### config.mk
export PLATFORM = sky130hd
export DESIGN_NAME = xorpuf_challenge_driver
export DESIGN_NICKNAME = d
export VERILOG_FILES = /design/src/rtl/xorpuf_challenge_driver.sv
export SDC_FILE = /design/constraint.sdc
export NUM_CORES = 1
export LEC_CHECK = 0
export ABC_AREA = 1
export CAP_MARGIN = 20
export CORE_AREA = 10 10 276 278
export CTS_CLUSTER_SIZE = 10
export DETAILED_ROUTE_END_ITERATION = 6
export DIE_AREA = 0 0 286 288
export GPL_TIMING_DRIVEN = 0
export PLACE_DENSITY_LB_ADDON = 0.12
export SYNTH_ARGS = -nofsm -noshare
export SYNTH_HDL_FRONTEND = slang
export SYNTH_SLANG_ARGS = --single-unit
### constraint.sdc
create_clock -name clk -period 1.5 [get_ports clk]
set_clock_uncertainty 0.05 [all_clocks]
set_input_delay 0.375 -clock clk [delete_from_list [all_inputs] [get_ports clk]]
set_output_delay 0.375 -clock clk [all_outputs]
set_load 0.01 [all_outputs]
### src/rtl/xorpuf_challenge_driver.sv
// XOR PUF challenge sequencer: expands one master challenge into K arbiter challenges,
// launches the arbiter chains, samples the XOR response and majority-votes over REPS runs.
// Optional build macro: XORPUF_CHAL_ROTATE_EN (slice j rotated left by j*ROT bits).
module xorpuf_challenge_driver #(
  parameter int unsigned K      = 10,
  parameter int unsigned M      = K - 1,
  parameter int unsigned N      = 64,
  parameter int unsigned ROT    = 1,
  parameter int unsigned SETTLE = 4,
  parameter int unsigned EVAL   = 8,
  parameter int unsigned REPS   = 1
) (
  input  logic             clk,
  input  logic             rst_n,
  input  logic [N-1:0]     chal_in,
  input  logic             chal_valid,
  output logic             chal_ready,
  output logic [K*N-1:0]   puf_chal,
  output logic             puf_launch,
  input  logic [M-1:0]     puf_rsp,
  output logic [M-1:0]     rsp_out,
  output logic             rsp_valid,
  input  logic             rsp_ready,
  output logic             busy
);

  localparam int unsigned CNT_MAX = (SETTLE > EVAL) ? SETTLE : EVAL;
  localparam int unsigned CW      = $clog2(CNT_MAX + 1);
  localparam int unsigned RW      = $clog2(REPS + 1);
`ifdef XORPUF_CHAL_ROTATE_EN
  localparam int unsigned ROT_STEP = ROT % N;
`else
  // rotation compiled out: every slice is the unrotated master challenge
  localparam int unsigned ROT_STEP = ROT * 0;
`endif

  typedef enum logic [2:0] {
    S_IDLE,
    S_APPLY,
    S_LAUNCH,
    S_EVAL,
    S_SAMPLE,
    S_HOLD
  } state_t;

  state_t           r_state;
  state_t           w_state_nxt;
  logic [CW-1:0]    r_cnt;
  logic [CW-1:0]    w_cnt_nxt;
  logic [RW-1:0]    r_rep;
  logic [RW-1:0]    w_rep_nxt;
  logic [RW-1:0]    r_ones     [M];
  logic [RW-1:0]    w_ones_nxt [M];
  logic [RW-1:0]    w_ones_sum [M];
  logic [M-1:0]     w_vote;
  logic [K*N-1:0]   r_chal;
  logic [K*N-1:0]   w_chal_nxt;
  logic [K*N-1:0]   w_chal_exp;
  logic [2*N-1:0]   w_dbl;
  logic [M-1:0]     r_rsp;
  logic [M-1:0]     w_rsp_nxt;
  logic             r_chal_ready;
  logic             r_busy;
  logic             r_launch;
  logic             r_rsp_valid;

  // Rotate-left by SH is the N-bit window of {x,x} starting at bit N-SH.
  assign w_dbl = {chal_in, chal_in};

  for (genvar j = 0; j < K; j++) begin : g_slice
    localparam int unsigned SH = (j * ROT_STEP) % N;
    assign w_chal_exp[j*N +: N] = w_dbl[N-SH +: N];
  end

  always_comb begin
    for (int unsigned i = 0; i < M; i++) begin
      w_ones_sum[i] = r_ones[i] + RW'(puf_rsp[i]);
      w_vote[i]     = (w_ones_sum[i] > RW'(REPS / 2));
    end
  end

  always_comb begin
    w_state_nxt = r_state;
    w_cnt_nxt   = r_cnt;
    w_rep_nxt   = r_rep;
    w_ones_nxt  = r_ones;
    w_chal_nxt  = r_chal;
    w_rsp_nxt   = r_rsp;
    case (r_state)
      S_IDLE: begin
        if (chal_valid && r_chal_ready) begin
          w_chal_nxt  = w_chal_exp;
          w_cnt_nxt   = '0;
          w_rep_nxt   = '0;
          for (int unsigned i = 0; i < M; i++) w_ones_nxt[i] = '0;
          w_state_nxt = S_APPLY;
        end
      end
      S_APPLY: begin
        if (r_cnt == CW'(SETTLE - 1)) begin
          w_cnt_nxt   = '0;
          w_state_nxt = S_LAUNCH;
        end else begin
          w_cnt_nxt = r_cnt + CW'(1);
        end
      end
      S_LAUNCH: begin
        w_state_nxt = S_EVAL;
      end
      S_EVAL: begin
        if (r_cnt == CW'(EVAL - 1)) begin
          w_cnt_nxt   = '0;
          w_state_nxt = S_SAMPLE;
        end else begin
          w_cnt_nxt = r_cnt + CW'(1);
        end
      end
      S_SAMPLE: begin
        w_ones_nxt = w_ones_sum;
        w_rep_nxt  = r_rep + RW'(1);
        if (w_rep_nxt == RW'(REPS)) begin
          w_rsp_nxt   = w_vote;
          w_state_nxt = S_HOLD;
        end else begin
          w_state_nxt = S_APPLY;
        end
      end
      S_HOLD: begin
        if (rsp_ready) w_state_nxt = S_IDLE;
      end
      default: begin
        w_state_nxt = S_IDLE;
      end
    endcase
  end

  // Handshake/launch outputs are registered from the next state so they align with it.
  always_ff @(posedge clk or negedge rst_n) begin
    if (!rst_n) begin
      r_state      <= S_IDLE;
      r_cnt        <= '0;
      r_rep        <= '0;
      for (int unsigned i = 0; i < M; i++) r_ones[i] <= '0;
      r_chal       <= '0;
      r_rsp        <= '0;
      r_chal_ready <= 1'b1;
      r_busy       <= 1'b0;
      r_launch     <= 1'b0;
      r_rsp_valid  <= 1'b0;
    end else begin
      r_state      <= w_state_nxt;
      r_cnt        <= w_cnt_nxt;
      r_rep        <= w_rep_nxt;
      for (int unsigned i = 0; i < M; i++) r_ones[i] <= w_ones_nxt[i];
      r_chal       <= w_chal_nxt;
      r_rsp        <= w_rsp_nxt;
      r_chal_ready <= (w_state_nxt == S_IDLE);
      r_busy       <= (w_state_nxt != S_IDLE);
      r_launch     <= (w_state_nxt == S_LAUNCH);
      r_rsp_valid  <= (w_state_nxt == S_HOLD);
    end
  end

  assign chal_ready = r_chal_ready;
  assign busy       = r_busy;
  assign puf_launch = r_launch;
  assign rsp_valid  = r_rsp_valid;
  assign rsp_out    = r_rsp;
  assign puf_chal   = r_chal;

endmodule

==> out/qor.csv, run 1 <==
metric,value,unit
htree_levels,3,
hold_path.class,reg -> reg,
drv_cap,0,
routabilityCongestion,0.749,
cts_buffers,9,
yosysWarnings,0,
finalHoldViolCount,0,
clk_path_buf_depth,2,
cp.arrival,1.29,ns
seq_area,2440,µm²
synth.distinct_cells,22,
dieArea,82400,µm²
grt_max_degree,57,
syn-num-nets,1083,
first_global_vias,9470,
wl_per_cell,18.6,µm
post_drt_via_cell_ratio,3.16,
cts.sinks,94,
grt_antenna_before_repair,11,
tns,-63.29,ns
power_switching,20900,µW
multi_input_area,1710,µm²
finalPower,58200,µW
violations,negative setup slack,
grt_use_total,12.3,%
slew_violations,0,
fp.coreArea,70900,µm²
max-vdd-ir-drop,979,µV
rsz0062_at_grt,true,
p_int,37300,µW
clkSlewWorstSetupHoldPaths,0.08,ns
slew_headroom,59.0,%
vias,9234,
drc,0,
switching_share,35.9,%
syn_area,8470,µm²
nFillCells,7300,
synth_seq_area_share,27.8,%
io_pins,730,
setup_violations,645,
insertion_delay,0.39,ns
core.rowCount,98,
p_seq_share,8.4,%
powerDensity,2480,nW/µm²
ant_nets,0,
area_delta_synth_final,177,%
finalNonFillerCells,2920,
critPathRequiredTime,1.07,ns
start_kind,register,
cp_max_fo,5,
synth-seq-cells,94,
combPwrFrac,87.3,%
drt_iter0_markers,177,
synth.avg_cell_area,8.43,µm²
dieHeight,288,µm
status,"complete, but fails checks",
endpoint_kind,output port,
place_ws,-0.573,ns
min_period,1.72,ns
die_x,286,µm
fmax,582,MHz
drive_gt1_share,84.9,%
p_leak,0.0117,µW
start_util,12.0,%
cts-root-buf,clkbuf_16,
pwr-share-clk,4.3,%
grt_pass1_wl,73.2,mm
setup_slack,-0.219,ns
cts_tree,built,
port_buffers,729,
path_class,reg -> out,
nets,2039,
post-place-cells,2685,
synthCells,1005,
drtPass1Iterations,4,
period_share,115,%
overflow,0,
tightest_slew,0.615,ns
dp_hpwl,38.8,mm
routed_wl,54.3,mm
## layout by cell type (no fill, tap or decap), drive strengths merged, types with 2 or more instances in the layout
cell and n:
nand3 22, o21ai 84, inv 78, dfrtp 93
xor2 3, xnor2 8, clkdlybuf4s50 75, buf 1456
clkbuf 14, nand2 104, nor2 19, diode 4
clkdlybuf4s15 2, clkinv 2
## power by group through the flow
stage / combinational [µW] / clock (µW) / sequential [µW]
floorplan: 15300 / 0 / 6070
finish: 50800 / 2480 / 4910
CTS: 48500 / 2670 / 4780
detailed placement: 33800 / 0 / 6870
global route: 53700 / 2730 / 5070
global placement: 34100 / 0 / 6780
## metrics by stage
stage / hold slack [ns] / utilization [%] / cell area (µm²)
after floorplan: 0.0294 / - / 8470
after global placement: 0.418 / 23.9 / 17000
after detailed placement: 0.367 / 24.0 / 17000
after CTS: 0.428 / 31.3 / 22200
after global routing: 0.449 / 33.1 / 23500
final: 0.444 / 33.1 / 23500
## area by class of cell
type	instances	area share, %
Tap cell	950	5.06
Buffer	590	28.8
Clock inverter	7	0.315
Inverter	73	1.17
Sequential cell	94	10.4
Antenna cell	4	0.0427
Timing Repair Buffer	949	46.0
Clock buffer	9	0.960
Multi-Input combinational cell	244	7.28
## critical path, cell delays in order (launching register included)
cell and delay [ns]:
dfrtp_4 0.51, buf_12 0.16, buf_6 0.11, buf_6 0.11
## per-layer routing
| layer | GRT usage (%) | up-vias | part of all wire, % | wire length, µm |
|---|---|---|---|---|
| li1 | - | 4415 | - | - |
| met2 | 24.3 | 370 | 57 | 31000 |
| met3 | 4.89 | 34 | 8.3 | 4520 |
| met4 | 2.26 | 12 | 1.1 | 623 |
| met5 | 0 | - | 0.15 | 81 |
| met1 | 11.9 | 4403 | 33 | 18100 |
## path summary, 6_finish.rpt
check	from	end	slack (ns)	cells past startpoint
max	puf_chal[578]	puf_chal[130]	-0.22	3
min	rsp_out[1]	rsp_out[1]	0.44	2
max reg2reg	chal_ready	puf_chal[603]	-0.14	8
min reg2reg	rsp_out[1]	rsp_out[1]	0.44	2
max in group asynchronous	rst_n	puf_chal[611]	0.14	3
min in group asynchronous	rst_n	rsp_out[8]	0.47	2
## cell usage after synthesis (all sizes together)
cell	n	area share, %
a21oi	1	0.059
xor2	3	0.31
nand4	1	0.074
dfstp	1	0.31
nand2	104	4.6
dfrtp	93	27
inv	73	3.2
o211ai	1	0.089
xnor2	8	0.83
clkbuf	1	0.044
buf	593	53
o21ai	84	7.4
ha	1	0.15
nor2	19	0.87
nand3	22	1.4
## cells by family after synthesis
kind of cell | count (synthesis) | synth area share, %
compound gates | 86 | 7.55
xor+xnor | 11 | 1.14
fa+ha+maj | 1 | 0.148
buf+inv | 667 | 56.5
flops | 94 | 27.8
simple gates | 146 | 6.91
## registers in the layout (all words and copies together) (netlist names)
name,count
puf_launch,1
r_ones,9
rsp_valid,1
rsp_out,9
r_cnt,4
puf_chal,64
r_state,3
chal_ready,1
r_rep,1
busy,1
## timing repair
item / CTS / global route
endpoints found under the setup margin: 722 / 723
hold buffers: 1 / 0
pin swaps: 0 / 3
cloned: 12 / 3
endpoints found under the hold margin: 37 / 0
buffers inserted: 174 / 43
resized for setup: 4226 / 380
(Power assumes the default switching activity.)
==> run 2: changes to the inputs <==
--- a/config.mk
+++ b/config.mk
@@ -6,6 +6,7 @@
 export NUM_CORES = 1
 export LEC_CHECK = 0
 export ABC_AREA = 1
+export ABC_CLOCK_PERIOD_IN_PS = 1500
 export CAP_MARGIN = 20
 export CORE_AREA = 10 10 276 278
 export CTS_CLUSTER_SIZE = 10
==> results of run 2 <==
No change in the layout: final DEF, timing and power equal those of run 1.
==> run 3: changes to the inputs <==
--- a/config.mk
+++ b/config.mk
@@ -14,6 +14,7 @@
 export DIE_AREA = 0 0 286 288
 export GPL_TIMING_DRIVEN = 0
 export PLACE_DENSITY_LB_ADDON = 0.12
+export SLEW_MARGIN = 20
 export SYNTH_ARGS = -nofsm -noshare
 export SYNTH_HDL_FRONTEND = slang
 export SYNTH_SLANG_ARGS = --single-unit
==> run 3 against run 2 <==
- the flow still finishes with violations (negative setup slack)
- design area decreased by 0.92%
- routed wire length decreased by 0.61%
- first-iteration DRC count increased by 18%
- global-route usage decreased by 0.094 points
- register-to-register slack got worse by 0.04 ns
- critical path depth unchanged
- flip-flop and latch count unchanged
- total power decreased by 0.67%
- count of clock-buffer cells in the layout unchanged
- hold slack got worse by 0.041 ns
- core utilization decreased by 0.31 points
- critical path type unchanged
- largest cell class unchanged
==> out/qor.csv, run 3 (synthesis results as in run 1) <==
metric,value,unit,change
start_kind,register,,unchanged
fp.coreArea,70900,µm²,unchanged
slew_headroom,70.6,%,was 59.0%
violations,negative setup slack,,unchanged
status,"complete, but fails checks",,unchanged
pwr-share-clk,4.5,%,was 4.3%
cpPeakStageDelay,0.50,ns,was 0.51 ns
crit_top_cell,buf_6,,unchanged
io_pins,730,,unchanged
finalPower,57800,µW,was 58200 µW
switching_share,35.8,%,was 35.9%
drive_gt1_share,83.8,%,was 84.9%
insertion_delay,0.39,ns,about the same
clk_path_buf_depth,2,,unchanged
drtPass1Iterations,4,,unchanged
cts_buffers,9,,unchanged
routabilityCongestion,0.749,,unchanged
grt_max_degree,57,,unchanged
endpoint_kind,output port,,unchanged
htree_levels,3,,unchanged
nets,2019,,was 2039
p_seq_share,8.6,%,was 8.4%
place_ws,-0.593,ns,was -0.573 ns
dieHeight,288,µm,unchanged
grt_use_total,12.2,%,was 12.3%
routed_wl,54.0,mm,was 54.3 mm
min_period,1.72,ns,about the same
grt_antenna_before_repair,11,,unchanged
slowest_stage,dfrtp_4,,unchanged
largest_register_ffs,64,,unchanged
dieArea,82400,µm²,unchanged
finalHoldViolCount,0,,unchanged
die_x,286,µm,unchanged
post_drt_via_cell_ratio,3.15,,was 3.16
p_leak,0.0116,µW,was 0.0117 µW
path_class,reg -> out,,unchanged
critPathRequiredTime,1.07,ns,about the same
cts-root-buf,clkbuf_16,,unchanged
cts_tree,built,,unchanged
port_buffers,729,,unchanged
dp_hpwl,38.9,mm,was 38.8 mm
start_util,12.0,%,unchanged
p_int,37100,µW,was 37300 µW
setup_slack,-0.218,ns,was -0.219 ns
period_share,115,%,about the same
drv_cap,0,,unchanged
grt_pass1_wl,72.7,mm,was 73.2 mm
final_cell_mix,"1305 x buf_6, 75 x clkdlybuf4s50_1, 71 x inv_1",,"was 1318 x buf_6, 75 x clkdlybuf4s50_1, 71 x inv_1"
power_switching,20700,µW,was 20900 µW
powerDensity,2490,nW/µm²,was 2480 nW/µm²
tightest_slew,0.442,ns,was 0.615 ns
post-place-cells,2685,,unchanged
first_global_vias,9212,,was 9470
slew_violations,0,,unchanged
cts.sinks,94,,unchanged
clkSlewWorstSetupHoldPaths,0.08,ns,about the same
wl_per_cell,18.6,µm,about the same
core.rowCount,98,,unchanged
hold_path.class,in -> async,,was reg -> reg
crit_chain,buf_12 > buf_6 > buf_6,,unchanged
max-vdd-ir-drop,1020,µV,was 979 µV
area_delta_synth_final,175,%,was 177%
vias,9135,,was 9234
cp_max_fo,6,,was 5
finalNonFillerCells,2899,,was 2920
drt_iter0_markers,208,,was 177
final_common_cell,buf_6,,unchanged
ant_nets,0,,unchanged
fmax,582,MHz,about the same
combPwrFrac,86.9,%,was 87.3%
overflow,0,,unchanged
rsz0062_at_grt,true,,unchanged
setup_violations,673,,was 645
cp.arrival,1.29,ns,about the same
drc,0,,unchanged
post-route-util,32.8,%,was 33.1%
[run 3: cell types whose count changed in the layout (fill, tap and decap cells not counted), sizes merged]
| cell | delta |
|---|---|
| buf | -26 |
| clkdlybuf4s15 | +4 |
| bufbuf | +1 |
| bufinv | +1 |
| clkbuf | +1 |
| diode | -1 |
| inv | -1 |
[run 3: worst max-delay path, delay by kind of cell, from the launching register on]
| family | cells | cell delay [ns] |
|---|---|---|
| flip-flops | 1 | 0.50 |
| buffers and inverters | 3 | 0.39 |
[run 3: worst paths after layout]
kind | from | end | slack, ns | cells after the start
worst max-delay path | puf_chal[578] | puf_chal[130] | -0.22 | 3
worst min-delay path | rst_n | rsp_out[8] | 0.40 | 2
worst min register to register | rsp_out[0] | rsp_out[0] | 0.45 | 2
min in group clk | rsp_out[0] | rsp_out[0] | 0.45 | 2
max in group asynchronous | rst_n | puf_chal[611] | 0.27 | 3
worst max register to register | chal_ready | puf_chal[638] | -0.18 | 9
[run 3: timing repair]
action,CTS,global route
gates resized for setup,4042,505
cloned,9,5
setup endpoints to repair,718,720
endpoints found under the hold margin,37,0
pin swaps,1,3
hold buffers,1,0
buffers inserted,168,29
[run 3: per-stage QoR]
stage | hold slack, ns | instance area (µm²) | setup TNS, ns
final | 0.404 | 23300 | -62.28
after global placement | 0.418 | 17000 | -565.23
after detailed placement | 0.273 | 17000 | -170.90
after global routing | 0.431 | 23200 | -99.18
after floorplan | 0.0294 | 8470 | 0
after CTS | 0.395 | 21300 | -100.17
[run 3: power groups by stage]
stage | Combinational (µW) | Clock [µW] | Sequential, µW
final | 50200 | 2590 | 4970
after global routing | 53100 | 2800 | 5140
after CTS | 46600 | 2760 | 4820
after detailed placement | 33800 | 0 | 6870
after global placement | 34100 | 0 | 6780
after floorplan | 15300 | 0 | 6070
[run 3: cell type report]
cell class	count	area, µm²
fillers	7324	47600
repair buffers	934	10700
well taps	950	1190
inverters	73	274
diodes	3	7.51
flip-flops and latches	94	2440
clock inverters	7	87.6
clock buffers	9	225
plain buffers	585	6660
multi-input cells	244	1650
[run 3: layer usage]
layer	up-vias	routed length [µm]	global-route usage, %
li1	4375	-	-
met1	4356	18300	11.9
met2	358	30900	24.3
met3	32	4310	4.65
met4	14	393	1.83
met5	-	94	0
